`config.mk`:
```
export PLATFORM = sky130hd
export DESIGN_NAME = seq_gen
export DESIGN_NICKNAME = d
export VERILOG_FILES = /design/src/rtl/seq_gen.sv
export SDC_FILE = /design/constraint.sdc
export NUM_CORES = 1
export LEC_CHECK = 0
export CORE_AREA = 2 2 39 41
export CTS_CLUSTER_SIZE = 12
export DETAILED_ROUTE_END_ITERATION = 8
export DIE_AREA = 0 0 41 43
export PLACE_DENSITY = 0.72
export SLEW_MARGIN = 15
export SYNTH_ARGS = -nofsm -noshare
export SYNTH_HDL_FRONTEND = slang
export SYNTH_SLANG_ARGS = --single-unit
```
`constraint.sdc`:
```
create_clock -name clk -period 1.67 [get_ports clk]
set_clock_uncertainty 0.15 [all_clocks]
set_input_delay 0.501 -clock clk [delete_from_list [all_inputs] [get_ports clk]]
set_output_delay 0.501 -clock clk [all_outputs]
set_load 0.02 [all_outputs]
```
`src/rtl/seq_gen.sv`:
```
// -----------------------------------------------------------------------------
// seq_gen -- parametrised free-running state-sequence generator
//
// Steps a WIDTH-bit state register through one of four sequences, chosen by
// mode: binary up, Gray, Johnson, or an XNOR Fibonacci LFSR. The register can
// be parallel-loaded, held, or stepped. A one-cycle wrap pulse marks the
// sequence coming back to its start value.
//
// Optional build macro: SEQ_GEN_DIR_EN
//   When defined, this adds a dir input. dir=0 makes the binary and Gray
//   modes count down. Without the macro, counting is up only.
//
// Parameters:
//   WIDTH      state width in bits (3..16)
//   LFSR_TAPS  feedback tap mask for LFSR mode (WIDTH bits)
//
// Ports:
//   clk       in   rising-edge clock
//   reset     in   synchronous, active-high reset
//   en        in   advance the sequence one step per cycle while high
//   load      in   parallel load of load_val (takes priority over en)
//   load_val  in   [WIDTH-1:0] value to load
//   mode      in   [1:0] 00 binary, 01 Gray, 10 Johnson, 11 LFSR
//   dir       in   (SEQ_GEN_DIR_EN only) 1 = up, 0 = down in modes 00/01
//   state     out  [WIDTH-1:0] current sequence value (mode-encoded)
//   y         out  state[WIDTH-1] | state[WIDTH-2]
//   wrap      out  one-cycle pulse after the sequence returns to its start
// -----------------------------------------------------------------------------
module seq_gen #(
   parameter int               WIDTH     = 4,
   parameter logic [WIDTH-1:0] LFSR_TAPS = WIDTH'(4'b1100)
) (
   input  logic             clk,
   input  logic             reset,
   input  logic             en,
   input  logic             load,
   input  logic [WIDTH-1:0] load_val,
   input  logic [1:0]       mode,
`ifdef SEQ_GEN_DIR_EN
   input  logic             dir,
`endif
   output logic [WIDTH-1:0] state,
   output logic             y,
   output logic             wrap
);

   localparam logic [WIDTH-1:0] ONE      = WIDTH'(1);
   localparam logic [WIDTH-1:0] ALL_ONES = '1;

   logic [WIDTH-1:0] s_p0;
   logic             wrap_p0;
   logic [WIDTH-1:0] s_nxt;
   logic             wrap_nxt;
   logic [WIDTH-1:0] step_val;
   logic             step_wrap;
   logic             up;

`ifdef SEQ_GEN_DIR_EN
   assign up = dir;
`else
   assign up = 1'b1;
`endif

   // Johnson step: shift left and feed back the inverted MSB. Illegal codes
   // are not corrected; they just keep shifting.
   function automatic logic [WIDTH-1:0] johnson_next(input logic [WIDTH-1:0] v);
      return {v[WIDTH-2:0], ~v[WIDTH-1]};
   endfunction

   // XNOR Fibonacci LFSR step. All-ones is the XNOR lockup state, so it is
   // forced to zero, which puts the register back on the main cycle.
   function automatic logic [WIDTH-1:0] lfsr_next(input logic [WIDTH-1:0] v);
      if (v == ALL_ONES)
         return '0;
      return {v[WIDTH-2:0], ~^(v & LFSR_TAPS)};
   endfunction

   // Next-value selection. The priority is load > en > hold. Reset is
   // applied in the register process.
   always_comb begin
      step_val  = s_p0;
      step_wrap = 1'b0;
      s_nxt     = s_p0;
      wrap_nxt  = 1'b0;

      unique case (mode)
         2'b00, 2'b01: step_val = up ? (s_p0 + ONE) : (s_p0 - ONE);
         2'b10:        step_val = johnson_next(s_p0);
         default:      step_val = lfsr_next(s_p0);
      endcase

      // Counting down wraps on the step 0 -> all-ones. Every other case wraps
      // when a non-zero value steps to zero.
      if (!mode[1] && !up)
         step_wrap = (s_p0 == '0);
      else
         step_wrap = (step_val == '0) && (s_p0 != '0);

      if (load) begin
         // Loading the LFSR lockup value would leave the register stuck
         // there, so zero is loaded instead.
         s_nxt = ((mode == 2'b11) && (load_val == ALL_ONES)) ? '0 : load_val;
      end else if (en) begin
         s_nxt    = step_val;
         wrap_nxt = step_wrap;
      end
   end

   // ---- stage p0: state and wrap registers ----
   always_ff @(posedge clk) begin
      if (reset) begin
         s_p0    <= '0;
         wrap_p0 <= 1'b0;
      end else begin
         s_p0    <= s_nxt;
         wrap_p0 <= wrap_nxt;
      end
   end

   // The Gray code is decoded from the binary count with no added latency.
   // A mode change reinterprets the stored value at once.
   assign state = (mode == 2'b01) ? (s_p0 ^ (s_p0 >> 1)) : s_p0;
   assign y     = state[WIDTH-1] | state[WIDTH-2];
   assign wrap  = wrap_p0;

endmodule

```
==> results of run 1 <==
==> placed cells by master (no fill, tap or decap), types with 2 or more instances in the layout <==
cell type and instances:
a21oi_1 2, ha_4 4, nor2_1 3, o21ai_2 3, nand2_1 6, inv_2 2, buf_4 17, inv_1 3
dfxtp_2 2, buf_6 10, nand2_2 2, a211oi_2 3, dfxtp_1 2, clkdlybuf4s50_1 7, clkbuf_4 3
==> routing by layer <==
layer  GRT usage, %  vias up  routed length [um]
met4           10.0        0                  86
li1               -      295                   -
met5              0        -                   0
met2           31.6       23                 948
met3           3.14        8                  69
met1           23.4      293                 685
==> flip-flops by register name (all words and copies together), names as in the netlist <==
| name | count |
|---|---|
| s_p0 | 4 |
| wrap | 1 |
==> power by group <==
group / internal (mW) / switching [mW] / total, mW
clock: 0.0903 / 0.0485 / 0.139
sequential: 0.129 / 0.00819 / 0.137
combinational: 0.137 / 0.122 / 0.258
==> worst min-delay path, cell delays in order (launching register included) <==
cell,delay [ns]
dfxtp_2,0.32
inv_2,0.07
ha_4,0.12
a211o_1,0.12
nor4_2,0.05
==> what timing repair did <==
| action | 4_1_cts | 5_1_grt |
|---|---|---|
| gates resized for setup | 48 | 18 |
| pin swaps | 4 | 6 |
| setup endpoints to repair | 11 | 10 |
| setup buffers | 2 | 4 |
==> per-stage QoR <==
| stage | power [mW] | TNS, ns |
|---|---|---|
| CTS | 0.498 | -0.381 |
| finish | 0.534 | -0.543 |
| global placement | 0.331 | -5.06 |
| detailed placement | 0.333 | -5.10 |
| global route | 0.565 | -0.816 |
| floorplan | 0.237 | 0 |
==> path summary, 6_finish.rpt <==
kind / end / startpoint
max: state[0] / s_p0[1]$_SDFFE_PP0P_
min: wrap$_SDFF_PP0_ / s_p0[0]$_SDFFE_PP0P_
max reg2reg: s_p0[1]$_SDFFE_PP0P_ / s_p0[1]$_SDFFE_PP0P_
min reg2reg: wrap$_SDFF_PP0_ / s_p0[0]$_SDFFE_PP0P_
==> synth_stat cells <==
cell type,number,area [sq um]
nand4b_1,1,8.76
nor3_1,1,5.00
nor4b_1,1,8.76
and3_2,1,7.51
clkbuf_1,2,7.51
a211o_1,1,8.76
o22ai_1,2,12.5
o31ai_1,1,7.51
nor2b_1,2,12.5
nand2b_1,1,6.26
o21ai_1,1,5.00
nand4bb_1,1,11.3
dfxtp_1,5,100
inv_1,6,22.5
xnor2_1,1,8.76
and2_1,1,6.26
o221ai_2,1,15.0
nand2_1,8,30.0
a21boi_0,1,7.51
nand3_1,1,5.00
nor2_1,3,11.3
a211oi_2,1,12.5
buf_4,2,15.0
a21oi_1,2,10.0
ha_1,5,62.6
nor4_2,1,12.5
a211oi_1,3,22.5
o21ai_0,4,20.0
mux2i_1,1,10.0
and4_1,1,8.76
==> cells by family after synthesis <==
| group | count (synthesis) | synth area share (%) |
|---|---|---|
| and+or+nand+nor | 23 | 27.8 |
| AOI/OAI and AO/OA | 17 | 25.2 |
| buffers and inverters | 10 | 9.35 |
| adders and majority gates | 5 | 13.0 |
| DFF | 5 | 20.8 |
| xor gates and xnor gates | 1 | 1.82 |
| muxes | 1 | 2.08 |
==> area by class of cell <==
class,count,area share (%)
timing repair buffer,36,33.9
inverter,6,2.61
sequential,5,11.1
multi-input combinational,47,47.6
tap,16,2.09
clock buffer,4,2.75
==> flow_metrics.env, run 1 <==
export IMPL_status="finished with violations"
export IMPL_violations="negative setup slack"
export IMPL_place_congestion=0.836
export IMPL_hold_viol=0
export IMPL_end_kind="output port"
export IMPL_crit_required_ns=1.02
export IMPL_irDropWorstVdd_uv=349
export IMPL_clock_latency_ns=0.24
export IMPL_die_area_sq_um=1760
export IMPL_track_usage_pct=19.6
export IMPL_path_class="flop to output port"
export IMPL_ant_nets=0
export IMPL_path_buf_inv=2
export IMPL_cts_root_buf="clkbuf_4"
export IMPL_synth_nets=77
export IMPL_grt_max_degree=11
export IMPL_stdcell_count=114
export IMPL_avgRoutedWirePerCell_um=15.7
export IMPL_drv_cap=0
export IMPL_dpl_worst_slack_ns=-0.953
export IMPL_ios=16
export IMPL_wirelength_um=1790
export IMPL_synth_seq_cells=5
export IMPL_io_buffers=15
export IMPL_rsz0062_at_grt="yes"
export IMPL_crit_cells=5
export IMPL_fin_crit_sh_pct=111
export IMPL_fmax_mhz=538
export IMPL_ff_latch_area_sq_um=106
export IMPL_synth_cell_type_count=30
export IMPL_grt_pass1_vias=544
export IMPL_netlist_area_sq_um=482
export IMPL_finalHoldWorstSlack_ns=0.581
export IMPL_die_x_um=41
export IMPL_cts_tree="done"
export IMPL_cts_buffer_depth=2
export IMPL_max_stage_delay_ns=0.36
export IMPL_grt_overflow_total=0
export IMPL_syn_inst=62
export IMPL_route_detailed_drc=0
export IMPL_std_cell_rows=14
export IMPL_yosysSeqAreaShare_pct=20.8
export IMPL_cts_hold_repair_buffers=0
export IMPL_cp_arrival_ns=1.21
export IMPL_n_fill_cell=109
export IMPL_hold_path_cell_count=4
export IMPL_fp_dieH_um=43
export IMPL_core_area_sq_um=1380
export IMPL_regToRegSetupSlack_ns=-0.06
export IMPL_max_slew_worst_pin_slew_ns=0.279
export IMPL_final_min_clock_period_ns=1.86
export IMPL_critPathLaunchType="flop"
export IMPL_multi_input_area_sq_um=455
export IMPL_synthToLayoutAreaGrowth_pct=98.7
export IMPL_yosysWarnings=0
export IMPL_critPathMaxFanout=3
export IMPL_placed_cells=104
export IMPL_vias_per_cell=5.43
export IMPL_setup_viol=4
export IMPL_grt_pass1_wl_um=2300
export IMPL_utilization_pct=69.2
export IMPL_reg2reg_depth=8
export IMPL_syn_avg_cell_area_sq_um=7.77
export IMPL_path_clk_slew_ns=0.04
export IMPL_path_cells="inv_2 > ha_4 > nand2_2 > o21ai_2 > buf_6"
export IMPL_slew_violations=0
export IMPL_cts_sinks=5
export IMPL_dpl_hpwl_um=963
export IMPL_cts_max_level=1
export IMPL_power_density_nw_per_um2=558
export IMPL_diodes=0
export IMPL_placed_cell_area_sq_um=761
export IMPL_final_cell_area_sq_um=957
export IMPL_slew_headroom_pct=81.3
export IMPL_setup_slack_ns=-0.190
export IMPL_p_leak_nw=0.402
export IMPL_nets=114
export IMPL_min_path_type="flop to flop"
export IMPL_drive_gt1_share_pct=58.2
export IMPL_start_util_pct=34.8
export IMPL_antenna_found_initial=0
export IMPL_vias=619
export IMPL_cp_top_family="flip-flops"
export IMPL_critPathSlowestCell="dfxtp_2"
export IMPL_dr_pass1_iters=4
export IMPL_drt_iter0_drc=7
export IMPL_cts_buffers=3
Power figures use the tool's default switching activity.
==> run 2, diff against run 1 <==
- PLACE_DENSITY: 0.72 -> 0.74
- SLEW_MARGIN: 15 -> not set
==> run 2 against run 1 <==
The flow still finishes with violations (negative setup slack). Hold slack got worse by 0.027 ns. Wire length decreased by 12%. First-iteration DRC count increased by 140%. Power is 1.5% lower. Sequential cell count is the same. Sequential power about the same. Non-clock buffer count is 2 lower. Critical path depth did not move. Count of clock-buffer cells in the layout stayed put. Final area decreased by 2.2%. Global-route usage rose by 0.92 points. Largest cell class unchanged.
==> flow_metrics.env, run 2 (synthesized netlist as in run 1, its figures left out) <==
export IMPL_nets=112
export IMPL_hold_path_cell_count=3
export IMPL_cts_hold_repair_buffers=0
export IMPL_pwr_share_seq_pct=26.0
export IMPL_max_stage_delay_ns=0.35
export IMPL_drv_cap=0
export IMPL_p_clk_share_pct=25.9
export IMPL_dpl_hpwl_um=1070
export IMPL_dr_pass1_iters=5
export IMPL_critPathLaunchType="flop"
export IMPL_fmax_mhz=549
export IMPL_path_cells="inv_2 > ha_4 > nand2_4 > o21ai_4 > buf_6"
export IMPL_critPathMaxFanout=3
export IMPL_largest_reg_flops=4
export IMPL_drt_iter0_drc=17
export IMPL_diodes=0
export IMPL_hp_start="s_p0[1]$_SDFFE_PP0P_"
export IMPL_finalHoldWorstSlack_ns=0.553
export IMPL_avgRoutedWirePerCell_um=14.0
export IMPL_rsz0062_at_grt="yes"
export IMPL_route_detailed_drc=0
export IMPL_cts_buffer_depth=2
export IMPL_path_class="flop to output port"
export IMPL_ios=16
export IMPL_max_slew_worst_pin_slew_ns=0.251
export IMPL_fin_crit_sh_pct=109
export IMPL_grt_pass1_wl_um=2430
export IMPL_p_leak_nw=0.398
export IMPL_reg2reg_depth=6
export IMPL_slew_violations=0
export IMPL_reg2reg_to="wrap$_SDFF_PP0_"
export IMPL_cp_arrival_ns=1.17
export IMPL_track_usage_pct=20.5
export IMPL_grt_pass1_vias=577
export IMPL_cts_max_level=1
export IMPL_std_cell_rows=14
export IMPL_slew_headroom_pct=83.1
export IMPL_final_common_cell="buf_4"
export IMPL_grt_max_degree=11
export IMPL_ant_nets=0
export IMPL_path_clk_slew_ns=0.04
export IMPL_switchingPower_mw=0.170
export IMPL_synthToLayoutAreaGrowth_pct=94.3
export IMPL_switching_share_pct=32.3
export IMPL_grt_overflow_total=0
export IMPL_wirelength_um=1570
export IMPL_placed_cells=105
export IMPL_stdcell_count=112
export IMPL_regToRegSetupSlack_ns=0.03
export IMPL_vias_per_cell=5.34
export IMPL_drive_gt1_share_pct=55.2
export IMPL_crit_required_ns=1.02
export IMPL_core_area_sq_um=1380
export IMPL_setup_slack_ns=-0.152
export IMPL_violations="negative setup slack"
export IMPL_end_kind="output port"
export IMPL_critPathSlowestCell="dfxtp_2"
export IMPL_min_path_type="flop to flop"
export IMPL_vias=598
export IMPL_cts_tree="done"
export IMPL_path_buf_inv=2
export IMPL_timing_setup_tns_ns=-0.405
export IMPL_final_min_clock_period_ns=1.82
export IMPL_mostFrequentLayoutCells="buf_4 (14), buf_6 (11), nand2_1 (7), clkdlybuf4s50_1 (7)"
export IMPL_cts_root_buf="clkbuf_4"
export IMPL_hold_viol=0
export IMPL_irDropWorstVdd_uv=373
export IMPL_fp_dieH_um=43
export IMPL_comb_power_share_pct=48.1
export IMPL_cts_sinks=5
export IMPL_place_congestion=0.881
export IMPL_internal_power_mw=0.356
export IMPL_hold_end="s_p0[1]$_SDFFE_PP0P_"
export IMPL_cts_buffers=3
export IMPL_power_density_nw_per_um2=562
export IMPL_start_util_pct=34.8
export IMPL_cp_top_family="flip-flops"
export IMPL_io_buffers=15
export IMPL_utilization_pct=67.6
export IMPL_n_fill_cell=112
export IMPL_clock_latency_ns=0.24
export IMPL_die_area_sq_um=1760
export IMPL_timing_rr_start="s_p0[2]$_SDFFE_PP0P_"
export IMPL_setup_viol=3
export IMPL_status="finished with violations"
export IMPL_antenna_found_initial=0
export IMPL_die_x_um=41
export IMPL_regMostFlops="s_p0"
-- run 2: layer usage --
layer	vias to the layer above	wire length (um)	part of all wire (%)	global-route usage (%)
li1	290	-	-	-
met1	277	613	39	25.7
met2	25	830	53	30.0
met3	6	77	4.9	3.66
met4	0	46	2.9	14.0
met5	-	0	0	0
-- run 2: cell type report --
class	count	area (sq um)	share of cell area, %
Multi-Input combinational cell	47	440	47.1
Inverter	6	22.5	2.41
Timing Repair Buffer	34	319	34.1
Sequential cell	5	108	11.5
Clock buffer	4	26.3	2.81
Tap cell	16	20.0	2.14
-- run 2: timing repair --
action	in CTS	in global routing
resized for setup	54	13
setup endpoints to repair	11	9
pin swaps	2	5
buffers inserted	3	0
-- run 2: how the worst max path moves through the flow --
stage	slack (ns)	to	start	depth (start not counted)
2_1_floorplan	0.004	state[0]	mode[1]	4
6_report	-0.15	state[2]	s_p0[2]$_SDFFE_PP0P_	5
5_1_grt	-0.20	state[0]	s_p0[1]$_SDFFE_PP0P_	5
4_1_cts	-0.15	state[2]	s_p0[2]$_SDFFE_PP0P_	5
3_3_place_gp	-0.94	state[2]	mode[0]	5
3_5_place_dp	-0.97	state[2]	mode[0]	5
-- run 2: power by group through the flow --
stage               Clock, mW  Combinational [mW]  Sequential [mW]
finish                  0.136               0.253            0.137
global route            0.150               0.272            0.138
CTS                     0.142               0.233            0.135
detailed placement          0               0.203            0.135
global placement            0               0.199            0.135
floorplan                   0              0.0988            0.139
-- run 2: tightest hold or removal path: cells and delay by family, from the launching register on --
family          cells  cell delay, ns
buf+inv             1            0.12
flops               1            0.35
compound gates      1            0.07
mux                 1            0.12
-- run 2: through the flow --
step	power, mW	setup WS, ns	cell area (sq um)
6_report	0.526	-0.152	936
5_1_grt	0.560	-0.196	936
4_1_cts	0.510	-0.150	885
3_5_place_dp	0.338	-0.969	768
3_3_place_gp	0.334	-0.941	768
2_1_floorplan	0.237	0.00389	500
